[src/rtl/spi_target.sv]
// SPI mode-0 target: oversamples the SPI pins on FastClk, decodes a command byte,
// then runs an auto-incrementing burst of register writes or prefetched reads.
module spi_target #(
  parameter int ADDR_WIDTH  = 7,
  parameter int SYNC_STAGES = 2
) (
  input  logic                  FastClk,
  input  logic                  Reset,
  input  logic                  TgtClk,
  input  logic                  TgtDi,
  input  logic                  nTgtSel,
  output logic                  TgtDo,
  output logic                  TgtDoEn,
  input  logic [7:0]            Status,
  output logic [ADDR_WIDTH-1:0] RegAddr,
  output logic [7:0]            RegWrData,
  output logic                  RegWrStrobe,
  output logic                  RegRdStrobe,
  input  logic [7:0]            RegRdData,
  output logic                  Busy
);

  typedef enum logic [2:0] {S_ABORT, S_IDLE, S_CMD, S_WRITE, S_READ} state_t;

  state_t                  r_state, w_next;
  logic [SYNC_STAGES-1:0]  r_sck_sync, r_di_sync, r_cs_sync;
  logic                    r_sck_d, r_cs_d;
  logic                    w_sck, w_di, w_cs;
  logic                    w_cs_rise, w_cs_fall, w_sck_rise, w_sck_fall;
  logic                    w_active, w_rise_ok, w_byte_done;
  logic [7:0]              w_byte;
  logic [2:0]              r_bitcnt;
  logic                    r_armed;
  logic [ADDR_WIDTH-1:0]   r_addr;
  logic [7:0]              r_wr_data;
  logic                    r_wr_stb, r_rd_stb, r_rd_pend, r_busy;
  logic [7:0]              r_rx, r_tx, r_hold;

  always_ff @(posedge FastClk) begin
    r_sck_sync <= {r_sck_sync[SYNC_STAGES-2:0], TgtClk};
    r_di_sync  <= {r_di_sync[SYNC_STAGES-2:0], TgtDi};
    r_cs_sync  <= {r_cs_sync[SYNC_STAGES-2:0], nTgtSel};
    r_sck_d    <= w_sck;
    r_cs_d     <= w_cs;
  end

  assign w_sck = r_sck_sync[SYNC_STAGES-1];
  assign w_di  = r_di_sync[SYNC_STAGES-1];
  assign w_cs  = r_cs_sync[SYNC_STAGES-1];

  // Deselection wins over any SCK edge seen in the same cycle.
  assign w_cs_rise   = w_cs & ~r_cs_d;
  assign w_cs_fall   = ~w_cs & r_cs_d;
  assign w_sck_rise  = w_sck & ~r_sck_d & ~w_cs_rise;
  assign w_sck_fall  = ~w_sck & r_sck_d & ~w_cs_rise;
  assign w_active    = (r_state == S_CMD) || (r_state == S_WRITE) || (r_state == S_READ);
  assign w_rise_ok   = w_sck_rise & r_armed & w_active;
  assign w_byte_done = w_rise_ok && (r_bitcnt == 3'd7);
  assign w_byte      = {r_rx[6:0], w_di};

  always_ff @(posedge FastClk) begin
    if (Reset) r_state <= S_ABORT;
    else       r_state <= w_next;
  end

  always_comb begin
    w_next = r_state;
    case (r_state)
      S_ABORT: if (w_cs) w_next = S_IDLE;
      S_IDLE:  if (w_cs_fall) w_next = S_CMD;
      S_CMD: begin
        if (w_cs_rise)        w_next = S_IDLE;
        else if (w_byte_done) w_next = w_byte[7] ? S_READ : S_WRITE;
      end
      S_WRITE, S_READ: if (w_cs_rise) w_next = S_IDLE;
      default: w_next = S_ABORT;
    endcase
  end

  always_comb begin
    TgtDoEn = 1'b0;
    TgtDo   = 1'b1;
    case (r_state)
      S_CMD, S_READ: begin
        TgtDoEn = 1'b1;
        TgtDo   = r_tx[7];
      end
      S_WRITE: begin
        TgtDoEn = 1'b1;
        TgtDo   = 1'b0;
      end
      default: ;
    endcase
  end

  // Control: bit counter, strobes, address pointer.
  always_ff @(posedge FastClk) begin
    if (Reset) begin
      r_bitcnt  <= 3'd0;
      r_armed   <= 1'b0;
      r_addr    <= '0;
      r_wr_data <= 8'h00;
      r_wr_stb  <= 1'b0;
      r_rd_stb  <= 1'b0;
      r_rd_pend <= 1'b0;
      r_busy    <= 1'b0;
    end else begin
      r_busy    <= ~w_cs;
      r_wr_stb  <= 1'b0;
      r_rd_stb  <= 1'b0;
      r_rd_pend <= r_rd_stb;
      if (r_rd_pend || r_wr_stb) r_addr <= r_addr + 1'b1;
      if (r_state == S_IDLE && w_cs_fall) begin
        r_bitcnt <= 3'd0;
        r_armed  <= ~w_sck;
      end else if (w_active) begin
        if (w_cs_rise) r_bitcnt <= 3'd0;
        if (w_sck_fall) r_armed <= 1'b1;
        if (w_rise_ok) r_bitcnt <= r_bitcnt + 3'd1;
        if (w_byte_done) begin
          case (r_state)
            S_CMD: begin
              r_addr   <= w_byte[ADDR_WIDTH-1:0];
              r_rd_stb <= w_byte[7];
            end
            S_WRITE: begin
              r_wr_data <= w_byte;
              r_wr_stb  <= 1'b1;
            end
            default: r_rd_stb <= 1'b1;
          endcase
        end
      end
    end
  end

  // Datapath: shift registers and read holding byte.
  always_ff @(posedge FastClk) begin
    if (r_rd_pend) r_hold <= RegRdData;
    if (r_state == S_IDLE && w_cs_fall) begin
      r_tx <= Status;
    end else if (w_sck_fall && r_armed) begin
      if (r_state == S_READ && r_bitcnt == 3'd0) r_tx <= r_hold;
      else                                        r_tx <= {r_tx[6:0], 1'b1};
    end
    if (w_rise_ok) r_rx <= w_byte;
  end

  assign RegAddr     = r_addr;
  assign RegWrData   = r_wr_data;
  assign RegWrStrobe = r_wr_stb;
  assign RegRdStrobe = r_rd_stb;
  assign Busy        = r_busy;

endmodule

[config.mk]
export PLATFORM = sky130hd
export DESIGN_NAME = spi_target
export DESIGN_NICKNAME = d
export VERILOG_FILES = /design/src/rtl/spi_target.sv
export SDC_FILE = /design/constraint.sdc
export NUM_CORES = 1
export LEC_CHECK = 0
export CELL_PAD_IN_SITES_DETAIL_PLACEMENT = 0
export CELL_PAD_IN_SITES_GLOBAL_PLACEMENT = 1
export CORE_ASPECT_RATIO = 1.25
export CORE_UTILIZATION = 40
export DETAILED_ROUTE_END_ITERATION = 7
export GPL_ROUTABILITY_DRIVEN = 0
export PLACE_DENSITY_LB_ADDON = 0.05
export SLEW_MARGIN = 20
export SYNTH_ARGS = -nofsm -noshare
export SYNTH_HDL_FRONTEND = slang
export SYNTH_SLANG_ARGS = --single-unit
[constraint.sdc]
create_clock -name FastClk -period 2.3 [get_ports FastClk]
set_clock_uncertainty 0.05 [all_clocks]
set_input_delay 0.46 -clock FastClk [delete_from_list [all_inputs] [get_ports FastClk]]
set_output_delay 0.46 -clock FastClk [all_outputs]
set_load 0.02 [all_outputs]
==> results of run 1 <==
cells in the final DEF (no fill, tap or decap), types with 2 or more instances in the layout:
cell / instances
edfxtp_1: 23
mux2i_1: 16
nor4_1: 2
nand2b_1: 4
nor2b_1: 2
dlygate4sd2_1: 2
o21ai_0: 6
a21oi_1: 14
nor2_1: 29
nor3_1: 4
nand3_1: 2
a211oi_1: 5
clkdlybuf4s50_1: 38
buf_4: 7
nand2_1: 16
bufinv_16: 2
xnor2_1: 3
inv_1: 4
dfxtp_1: 34
nand3b_1: 2
a311oi_1: 2
a32o_1: 2
clkbuf_8: 11
ha_1: 4
clkinv_2: 2
xor2_1: 2
metal layers:
layer	GRT usage, %	vias up	share of wire [%]
li1	-	828	-
met1	18.0	754	44
met2	27.0	33	50
met3	5.58	8	4.2
met4	9.46	0	1.9
met5	0	-	0
registers in the layout, indices dropped and copies added (netlist names):
name	count
RegWrStrobe	1
RegAddr	7
r_sck_d	1
r_armed	1
r_hold	8
r_sck_sync	2
r_rx	7
r_cs_d	1
r_rd_pend	1
r_cs_sync	2
r_tx	8
r_bitcnt	3
r_state	3
Busy	1
RegRdStrobe	1
r_di_sync	2
RegWrData	8
through the flow:
step	hold slack [ns]	std cells
floorplan	0.260	202
global placement	0.261	305
detailed placement	0.265	305
CTS	0.279	321
global route	0.291	321
finish	0.275	321
worst max-delay path by stage:
stage	from	endpoint	slack [ns]	cells after the start
2_1_floorplan	r_state[0]	r_bitcnt[1]	0.27	5
3_3_place_gp	r_state[1]	TgtDoEn	0.24	3
3_5_place_dp	r_state[1]	TgtDoEn	0.21	3
4_1_cts	r_state[1]	TgtDoEn	0.13	3
5_1_grt	r_state[1]	TgtDoEn	0.06	3
6_report	r_state[1]	TgtDoEn	0.15	3
area by class of cell:
cell class,count,area (sq um)
clock inverters,5,77.6
multi-input cells,133,846
inverters,4,15.0
repair buffers,47,450
fillers,477,2490
clock buffers,11,151
flip-flops and latches,57,1370
well taps,64,80.1
power by group:
part	internal, uW	switching, uW	total, uW
sequential	1070	16.3	1090
clock	665	372	1040
combinational	58.2	53.2	111
total	1790	442	2240
cell families after synthesis:
logic type / count (synthesis) / synth area share, %
adders and majority gates: 4 / 2.19
muxes: 16 / 7.01
buffers and inverters: 12 / 2.90
AOI/OAI and AO/OA: 36 / 10.1
and+or+nand+nor: 72 / 15.8
DFF: 57 / 60.1
xor gates and xnor gates: 5 / 1.92
==> metrics.yaml, run 1 <==
run_status:
  status: "complete, no violations"
flow_run:
  maxCapViolCount: 0
timing:
  max_slew_margin_pct: 62.7
  hold_viol_final: 0
  setup_ws_ns: 0.147
  slew_viol_final: 0
  rsz0062_at_grt: "false"
  setup_viol: 0
  fmax_mhz: 464
  worst_pin_slew_ns: 0.554
  setup_tns_ns: 0
  period_minus_slack_ns: 2.15
  timing.final.crit_share_pct: 93.6
setup_path:
  critPathSlowestCell: "or3b_4"
  worst_ep_required_time_ns: 1.79
  cp_max_fo: 11
  worst-path-buf-inv: 1
  r2r-start: "r_state[1]"
  max_stage_delay_ns: 0.43
  crit_type: "reg -> out"
  arrival_ns: 1.64
  r2r_slack_ns: 0.24
  rr_endpoint: "r_tx[6]"
  cp_cell_sequence: "or3b_4 -> nand2_1 -> dlygate4sd2_1"
  crit_path_start_kind: "flop"
  r2r_cells: 4
  cp_top_family: "simple AND/OR/NAND/NOR gates"
  critPathCaptureType: "output pin"
global_routing:
  grt_max_degree: 17
  antenna_found_initial: 0
  grt_pass1_vias: 1573
  overflow: 0
  grt_pass1_wl_mm: 7.36
  grt_usage_pct: 16.2
yosys:
  synth_edf_count: 23
  synth_ff_type: "dfxtp_1"
  syn_area_sq_um: 2280
  synth_cell_types: 43
  synthArstFlopShare_pct: 0
  synth.most_common_cell: "dfxtp_1"
  ys_seq_elements: 57
  yosys-top-cells-area: "edfxtp_1, dfxtp_1, mux2i_1"
  synth_top_area_share_pct: 30.2
  yosys.area.top_type: "edfxtp_1"
  synth_fp_nets: 227
  yosys_warnings: 0
  syn_inst: 202
  synth.avg_cell_area_sq_um: 11.3
  seq_area_frac_synth_pct: 60.1
  synth_commonest_cells: "dfxtp_1, nor2_1, edfxtp_1"
die:
  die_h_microns: 86.5
  ioPinCount: 41
  start_util_pct: 41.7
  rows: 30
  core_area_sq_um: 5480
  dieArea_sq_um: 6020
  die_w_microns: 69.6
routing:
  wire_per_inst_microns: 14.0
  antenna_left: 0
  drc: 0
  drtIter0Drc: 37
  vias_per_cell: 5.06
  dr.pass1.iters: 4
  vias: 1623
  drt_wl_total_mm: 4.50
placed_design:
  post_dp_cell_area_sq_um: 2770
  dpl.hpwl_mm: 3.34
  post-place-ws_ns: 0.215
  port_buffers: 40
pwr:
  power_leakage_uw: 0.00110
  powerDensity_nw_per_um2: 747
  power_uw: 2240
  ir_worst_vdd_mv: 0.532
clock_tree:
  tritoncts: "yes"
  cts_resized: 2
  cts_buffer_depth: 2
  cts_setup_buffers: 0
  clock-sinks: 57
  hold_buffers: 0
  clk_latency_ns: 0.32
  clk_pin_slew_ns: 0.06
  clockRootBuffer: "clkbuf_8"
  numCtsBuffers: 9
  htree_num_levels: 3
worst_hold_path:
  worstHoldEndpoint: "r_sck_sync[1]"
  worst_hold_path_type: "reg -> reg"
  holdPathStages: 0
  hp-start: "r_sck_sync[0]"
layout:
  final_cell_area_sq_um: 2990
  diodes: 0
  final_util_pct: 54.6
  nNetsFinal: 277
  layout-drive-gt1-share_pct: 10.5
  synthToLayoutAreaGrowth_pct: 31.0
No activity file was read; power rests on OpenSTA's default activity.
==> run 2: changes to the inputs <==
--- a/config.mk
+++ b/config.mk
@@ -8,11 +8,11 @@
 export CELL_PAD_IN_SITES_DETAIL_PLACEMENT = 0
 export CELL_PAD_IN_SITES_GLOBAL_PLACEMENT = 1
 export CORE_ASPECT_RATIO = 1.25
-export CORE_UTILIZATION = 40
+export CORE_UTILIZATION = 37
 export DETAILED_ROUTE_END_ITERATION = 7
 export GPL_ROUTABILITY_DRIVEN = 0
 export PLACE_DENSITY_LB_ADDON = 0.05
-export SLEW_MARGIN = 20
+export SLEW_MARGIN = 30
 export SYNTH_ARGS = -nofsm -noshare
 export SYNTH_HDL_FRONTEND = slang
 export SYNTH_SLANG_ARGS = --single-unit
==> constraint.sdc (replaced) <==
create_clock -name FastClk -period 1.8 [get_ports FastClk]
set_clock_uncertainty 0.05 [all_clocks]
set_input_delay 0.36 -clock FastClk [delete_from_list [all_inputs] [get_ports FastClk]]
set_output_delay 0.36 -clock FastClk [all_outputs]
set_load 0.02 [all_outputs]
==> metrics.yaml, run 2 (synthesis gave the netlist of run 1 again) <==
clock_tree:
  cts_buffer_depth: 2  # unchanged
  tritoncts: "yes"
  htree_num_levels: 3  # unchanged
  clk_pin_slew_ns: 0.07  # about the same
  clk_latency_ns: 0.32  # about the same
  numCtsBuffers: 9  # unchanged
  clockRootBuffer: "clkbuf_8"
  clock-sinks: 57  # unchanged
setup_path:
  worst_ep_required_time_ns: 1.99  # +0.20 ns
  r2r_cells: 6  # +2
  cp_cell_sequence: "ha_4 -> ha_4 -> nand3b_1 -> or4_4 -> clkbuf_16 -> a311oi_2"
  crit_top_cell: "ha_4"
  critPathCaptureType: "flop"
  crit_path_start_kind: "flop"
  arrival_ns: 2.02  # +0.38 ns
  crit_type: "reg -> reg"
  max_stage_delay_ns: 0.59  # +0.16 ns
  critPathSlowestCell: "or4_4"
  cp_max_fo: 6  # -5
die:
  die_h_microns: 89.8  # +3.9%
  dieArea_sq_um: 6490  # +7.9%
  rows: 31  # +3.3%
  ioPinCount: 41  # unchanged
  start_util_pct: 39.0  # -2.7 points
  core_area_sq_um: 5860  # +6.9%
  die_w_microns: 72.3  # +3.9%
routing:
  drt_wl_total_mm: 5.09  # +13%
  drtIter0Drc: 39  # +5.4%
  wire_per_inst_microns: 14.4  # +2.9%
  vias: 1718  # +5.9%
  antenna_left: 0  # unchanged
  vias_per_cell: 4.87  # -3.7%
  drc: 0  # unchanged
  dr.pass1.iters: 4  # unchanged
timing:
  max_slew_margin_pct: 75.0  # +12 points
  setup_ws_ns: -0.0271  # -0.174 ns
  worst_pin_slew_ns: 0.375  # -0.179 ns
  timing.final.crit_share_pct: 102
  fmax_mhz: 547
  period_minus_slack_ns: 1.83
  rsz0062_at_grt: "true"
  slew_viol_final: 0  # unchanged
  hold_viol_final: 0  # unchanged
  setup_viol: 4  # +4
pwr:
  powerDensity_nw_per_um2: 823  # +10%
  ir_worst_vdd_mv: 0.505  # -5.1%
  power_leakage_uw: 0.00121  # +10%
  power_uw: 2670  # +20%
placed_design:
  post_dp_cell_area_sq_um: 2880  # +4.0%
  port_buffers: 40  # unchanged
  dpl.hpwl_mm: 3.53  # +5.8%
global_routing:
  overflow: 0  # unchanged
  grt_pass1_wl_mm: 7.75  # +5.2%
  grt_pass1_vias: 1643  # +4.5%
  antenna_found_initial: 0  # unchanged
  grt_usage_pct: 15.9  # -0.29 points
  grt_max_degree: 18  # +1
run_status:
  status: "complete, but fails checks"
  violations: "negative setup slack"
flow_run:
  maxCapViolCount: 0  # unchanged
layout:
  final_util_pct: 55.5  # +0.89 points
  nNetsFinal: 291  # +5.1%
  synthToLayoutAreaGrowth_pct: 42.3
  layout-drive-gt1-share_pct: 25.5  # +15 points
  final_cell_area_sq_um: 3250  # +8.6%
  diodes: 0  # unchanged
  layout_common_cells: "clkdlybuf4s50_1, dfxtp_1, nor2_1, edfxtp_1, buf_4"
  layout_commonest_cell: "clkdlybuf4s50_1"
worst_hold_path:
  holdPathStages: 0  # unchanged
  worst_hold_path_type: "reg -> reg"
[run 2: cell count changes in the layout (fill, tap and decap cells not counted), sizes merged]
cell | before | now
dlymetal6s2s | 0 | 2
clkinvlp | 1 | 2
buf | 7 | 22
clkinv | 2 | 3
clkdlybuf4s50 | 38 | 34
bufinv | 2 | 1
[run 2: layout make-up]
cell class,count,area (sq um)
Tap cell,82,103
Inverter,4,15.0
Timing Repair Buffer,61,581
Multi-Input combinational cell,133,987
Sequential cell,57,1380
Clock inverter,6,58.8
Clock buffer,10,128
Fill cell,522,2610
[run 2: stage by stage]
stage | hold WS (ns) | instances | setup slack (ns) | TNS (ns)
floorplan | 0.260 | 202 | -0.0189 | -0.132
global placement | 0.263 | 334 | -0.0629 | -0.0713
detailed placement | 0.265 | 334 | -0.0479 | -0.120
CTS | 0.279 | 350 | -0.0389 | -0.100
global route | 0.290 | 353 | -0.0874 | -0.657
finish | 0.276 | 353 | -0.0271 | -0.0747
[run 2: worst max-delay path, delay by kind of cell, from the launching register on]
family                     cells  cell delay [ns]
AOI/OAI and AO/OA              1             0.18
adders and majority gates      2             0.26
buffers and inverters          1             0.19
DFF                            1             0.36
and+or+nand+nor                2             0.69
[run 2: what timing repair did]
action / in CTS / in global routing
gates resized for setup: 15 / 34
setup endpoints to repair: 16 / 23
gates cloned: 0 / 1
setup buffers: 0 / 3
hold buffers: 0 / 0
pin swaps: 4 / 4
[run 2: path summary, 6_finish.rpt]
kind / start / endpoint / slack [ns]
max: r_bitcnt[1] / RegAddr[1] / -0.03
min: r_di_sync[0] / r_di_sync[1] / 0.28
max reg2reg: r_bitcnt[1] / RegAddr[1] / -0.03
min reg2reg: r_di_sync[0] / r_di_sync[1] / 0.28
[run 2: routing by layer]
layer  GRT usage (%)  up-vias  part of all wire [%]
met5               0        -                     0
met4            6.86        0                  0.73
met3            4.71        4                   3.6
met2            26.6       36                    52
met1            18.6      825                    43
li1                -      853                     -
[run 2: power by group]
part | internal (uW) | switching [uW]
clock network | 629 | 485
logic | 89.7 | 89.7
registers | 1370 | 12.7
==> run 3: changes to the inputs <==
--- a/config.mk
+++ b/config.mk
@@ -8,7 +8,8 @@
 export CELL_PAD_IN_SITES_DETAIL_PLACEMENT = 0
 export CELL_PAD_IN_SITES_GLOBAL_PLACEMENT = 1
 export CORE_ASPECT_RATIO = 1.25
-export CORE_UTILIZATION = 37
+export CORE_UTILIZATION = 25
+export CTS_CLUSTER_DIAMETER = 150
 export DETAILED_ROUTE_END_ITERATION = 7
 export GPL_ROUTABILITY_DRIVEN = 0
 export PLACE_DENSITY_LB_ADDON = 0.05
==> metrics.yaml, run 3 (synthesis gave the netlist of run 1 again) <==
timing:
  rsz0062_at_grt: "true"
  max_slew_margin_pct: 76.6  # +1.7 points
  slew_viol_final: 0  # unchanged
  hold_ws_ns: 0.278  # +0.00169 ns
  setup_tns_ns: 0  # +0.0747 ns
  worst_pin_slew_ns: 0.348  # -0.0278 ns
  fmax_mhz: 560  # +2.3%
  timing.final.crit_share_pct: 99.2  # -2.3 points
  hold_viol_final: 0  # unchanged
  period_minus_slack_ns: 1.79  # -0.0419 ns
  setup_viol: 0  # -4
pwr:
  ir_worst_vdd_mv: 0.367  # -27%
  power_leakage_uw: 0.00125  # +3.3%
  powerDensity_nw_per_um2: 838  # +1.8%
setup_path:
  cp_max_fo: 8  # +2
  rr_endpoint: "r_tx[2]"
  crit_type: "reg -> reg"
  arrival_ns: 1.82  # -0.20 ns
  worst_ep_required_time_ns: 1.83  # -0.16 ns
  critPathCaptureType: "flop"
  r2r_cells: 5  # -1
  r2r_slack_ns: 0.01  # +0.04 ns
  r2r-start: "r_state[1]"
  crit_path_start_kind: "flop"
worst_hold_path:
  worst_hold_path_type: "reg -> reg"
  worstHoldEndpoint: "r_cs_sync[1]"
  holdPathStages: 0  # unchanged
  hp-start: "r_cs_sync[0]"
routing:
  drtIter0Drc: 47  # +21%
  dr.pass1.iters: 4  # unchanged
  drt_wl_total_mm: 5.21  # +2.4%
  vias_per_cell: 4.35  # -11%
  antenna_left: 0  # unchanged
  drc: 0  # unchanged
  wire_per_inst_microns: 13.2  # -8.5%
  vias: 1717  # -0.058%
layout:
  layout_commonest_cell: "clkdlybuf4s50_1"
  diodes: 0  # unchanged
  n_fill_cell: 906  # +74%
  layout_common_cells: "clkdlybuf4s50_1, dfxtp_1, nor2_1"
  nNetsFinal: 295  # +1.4%
  synthToLayoutAreaGrowth_pct: 43.2
  final_cell_area_sq_um: 3270  # +0.62%
  layout-drive-gt1-share_pct: 23.6  # -1.8 points
die:
  core_area_sq_um: 8800  # +50%
  dieArea_sq_um: 9520  # +47%
  die_w_microns: 87.5  # +21%
  rows: 38  # +23%
  start_util_pct: 26.0  # -13 points
  ioPinCount: 41  # unchanged
  die_h_microns: 109  # +21%
clock_tree:
  clk_latency_ns: 0.33  # about the same
  clock-sinks: 57  # unchanged
  hold_buffers: 0  # unchanged
  htree_num_levels: 3  # unchanged
  numCtsBuffers: 9  # unchanged
  cts_buffer_depth: 2  # unchanged
  clockRootBuffer: "clkbuf_8"
  tritoncts: "yes"
  clk_pin_slew_ns: 0.07  # about the same
global_routing:
  grt_usage_pct: 11.9  # -4.0 points
  antenna_found_initial: 0  # unchanged
  overflow: 0  # unchanged
  grt_max_degree: 23  # +5
  grt_pass1_vias: 1641  # -0.12%
  grt_pass1_wl_mm: 8.34  # +7.7%
placed_design:
  port_buffers: 40  # unchanged
  post_dp_cell_area_sq_um: 3000  # +4.3%
  dpl.hpwl_mm: 3.75  # +6.3%
run_status:
  status: "complete, no violations"
flow_run:
  maxCapViolCount: 0  # unchanged
-- run 3: how the worst max path moves through the flow --
stage                from    endpoint  slack [ns]  cells after the start
5_1_grt        r_state[2]     r_tx[3]       -0.08                      5
3_5_place_dp   r_state[1]     TgtDoEn       -0.02                      3
6_report       r_state[1]     r_tx[2]        0.01                      5
2_1_floorplan  r_state[2]     r_tx[1]       -0.02                      6
4_1_cts        RegAddr[1]  RegAddr[1]       0.002                      1
3_3_place_gp   r_state[1]     r_tx[7]       -0.01                      5
-- run 3: cell type report --
cell class                 count  area (sq um)  area share, %
clock buffer                   9           124           3.79
multi-input combinational    133           915           28.0
inverter                       4          15.0          0.459
sequential                    57          1380           42.1
timing repair buffer          65           621           19.0
clock inverter                 7          70.1           2.14
tap                          120           150           4.59
-- run 3: worst max-delay path, stage by stage (launching register included) --
cell,delay [ns]
dfxtp_1,0.31
or3b_4,0.42
or3b_1,0.37
buf_6,0.16
mux2i_1,0.15
a21oi_1,0.08
-- run 3: where the power goes --
group          internal (uW)  leakage (uW)  switching [uW]
Sequential              1370      0.000484            11.2
Combinational            102      0.000669            90.6
Clock                    638     0.0000994             530
-- run 3: per-layer routing --
metal  vias up  routed length [microns]  global-route usage (%)
met5         -                        0                       0
met4         0                       89                    7.03
met3        10                      251                    2.88
met2        48                     2450                    18.4
met1       798                     2420                    15.1
li1        861                        -                       -
-- run 3: through the flow --
stage               util, %  cells  worst slack [ns]  total power, uW
floorplan                 -    202           -0.0189             1490
global placement       34.1    379           -0.0142             1610
detailed placement     34.1    379           -0.0176             1600
CTS                    36.2    395           0.00178             2790
global route           37.2    395           -0.0839             2860
finish                 37.2    395            0.0148             2740
-- run 3: what timing repair did --
| item | 4_1_cts | 5_1_grt |
|---|---|---|
| setup endpoints to repair | 9 | 19 |
| pin swaps | 0 | 1 |
| buffers inserted | 0 | 0 |
| resized for setup | 12 | 22 |
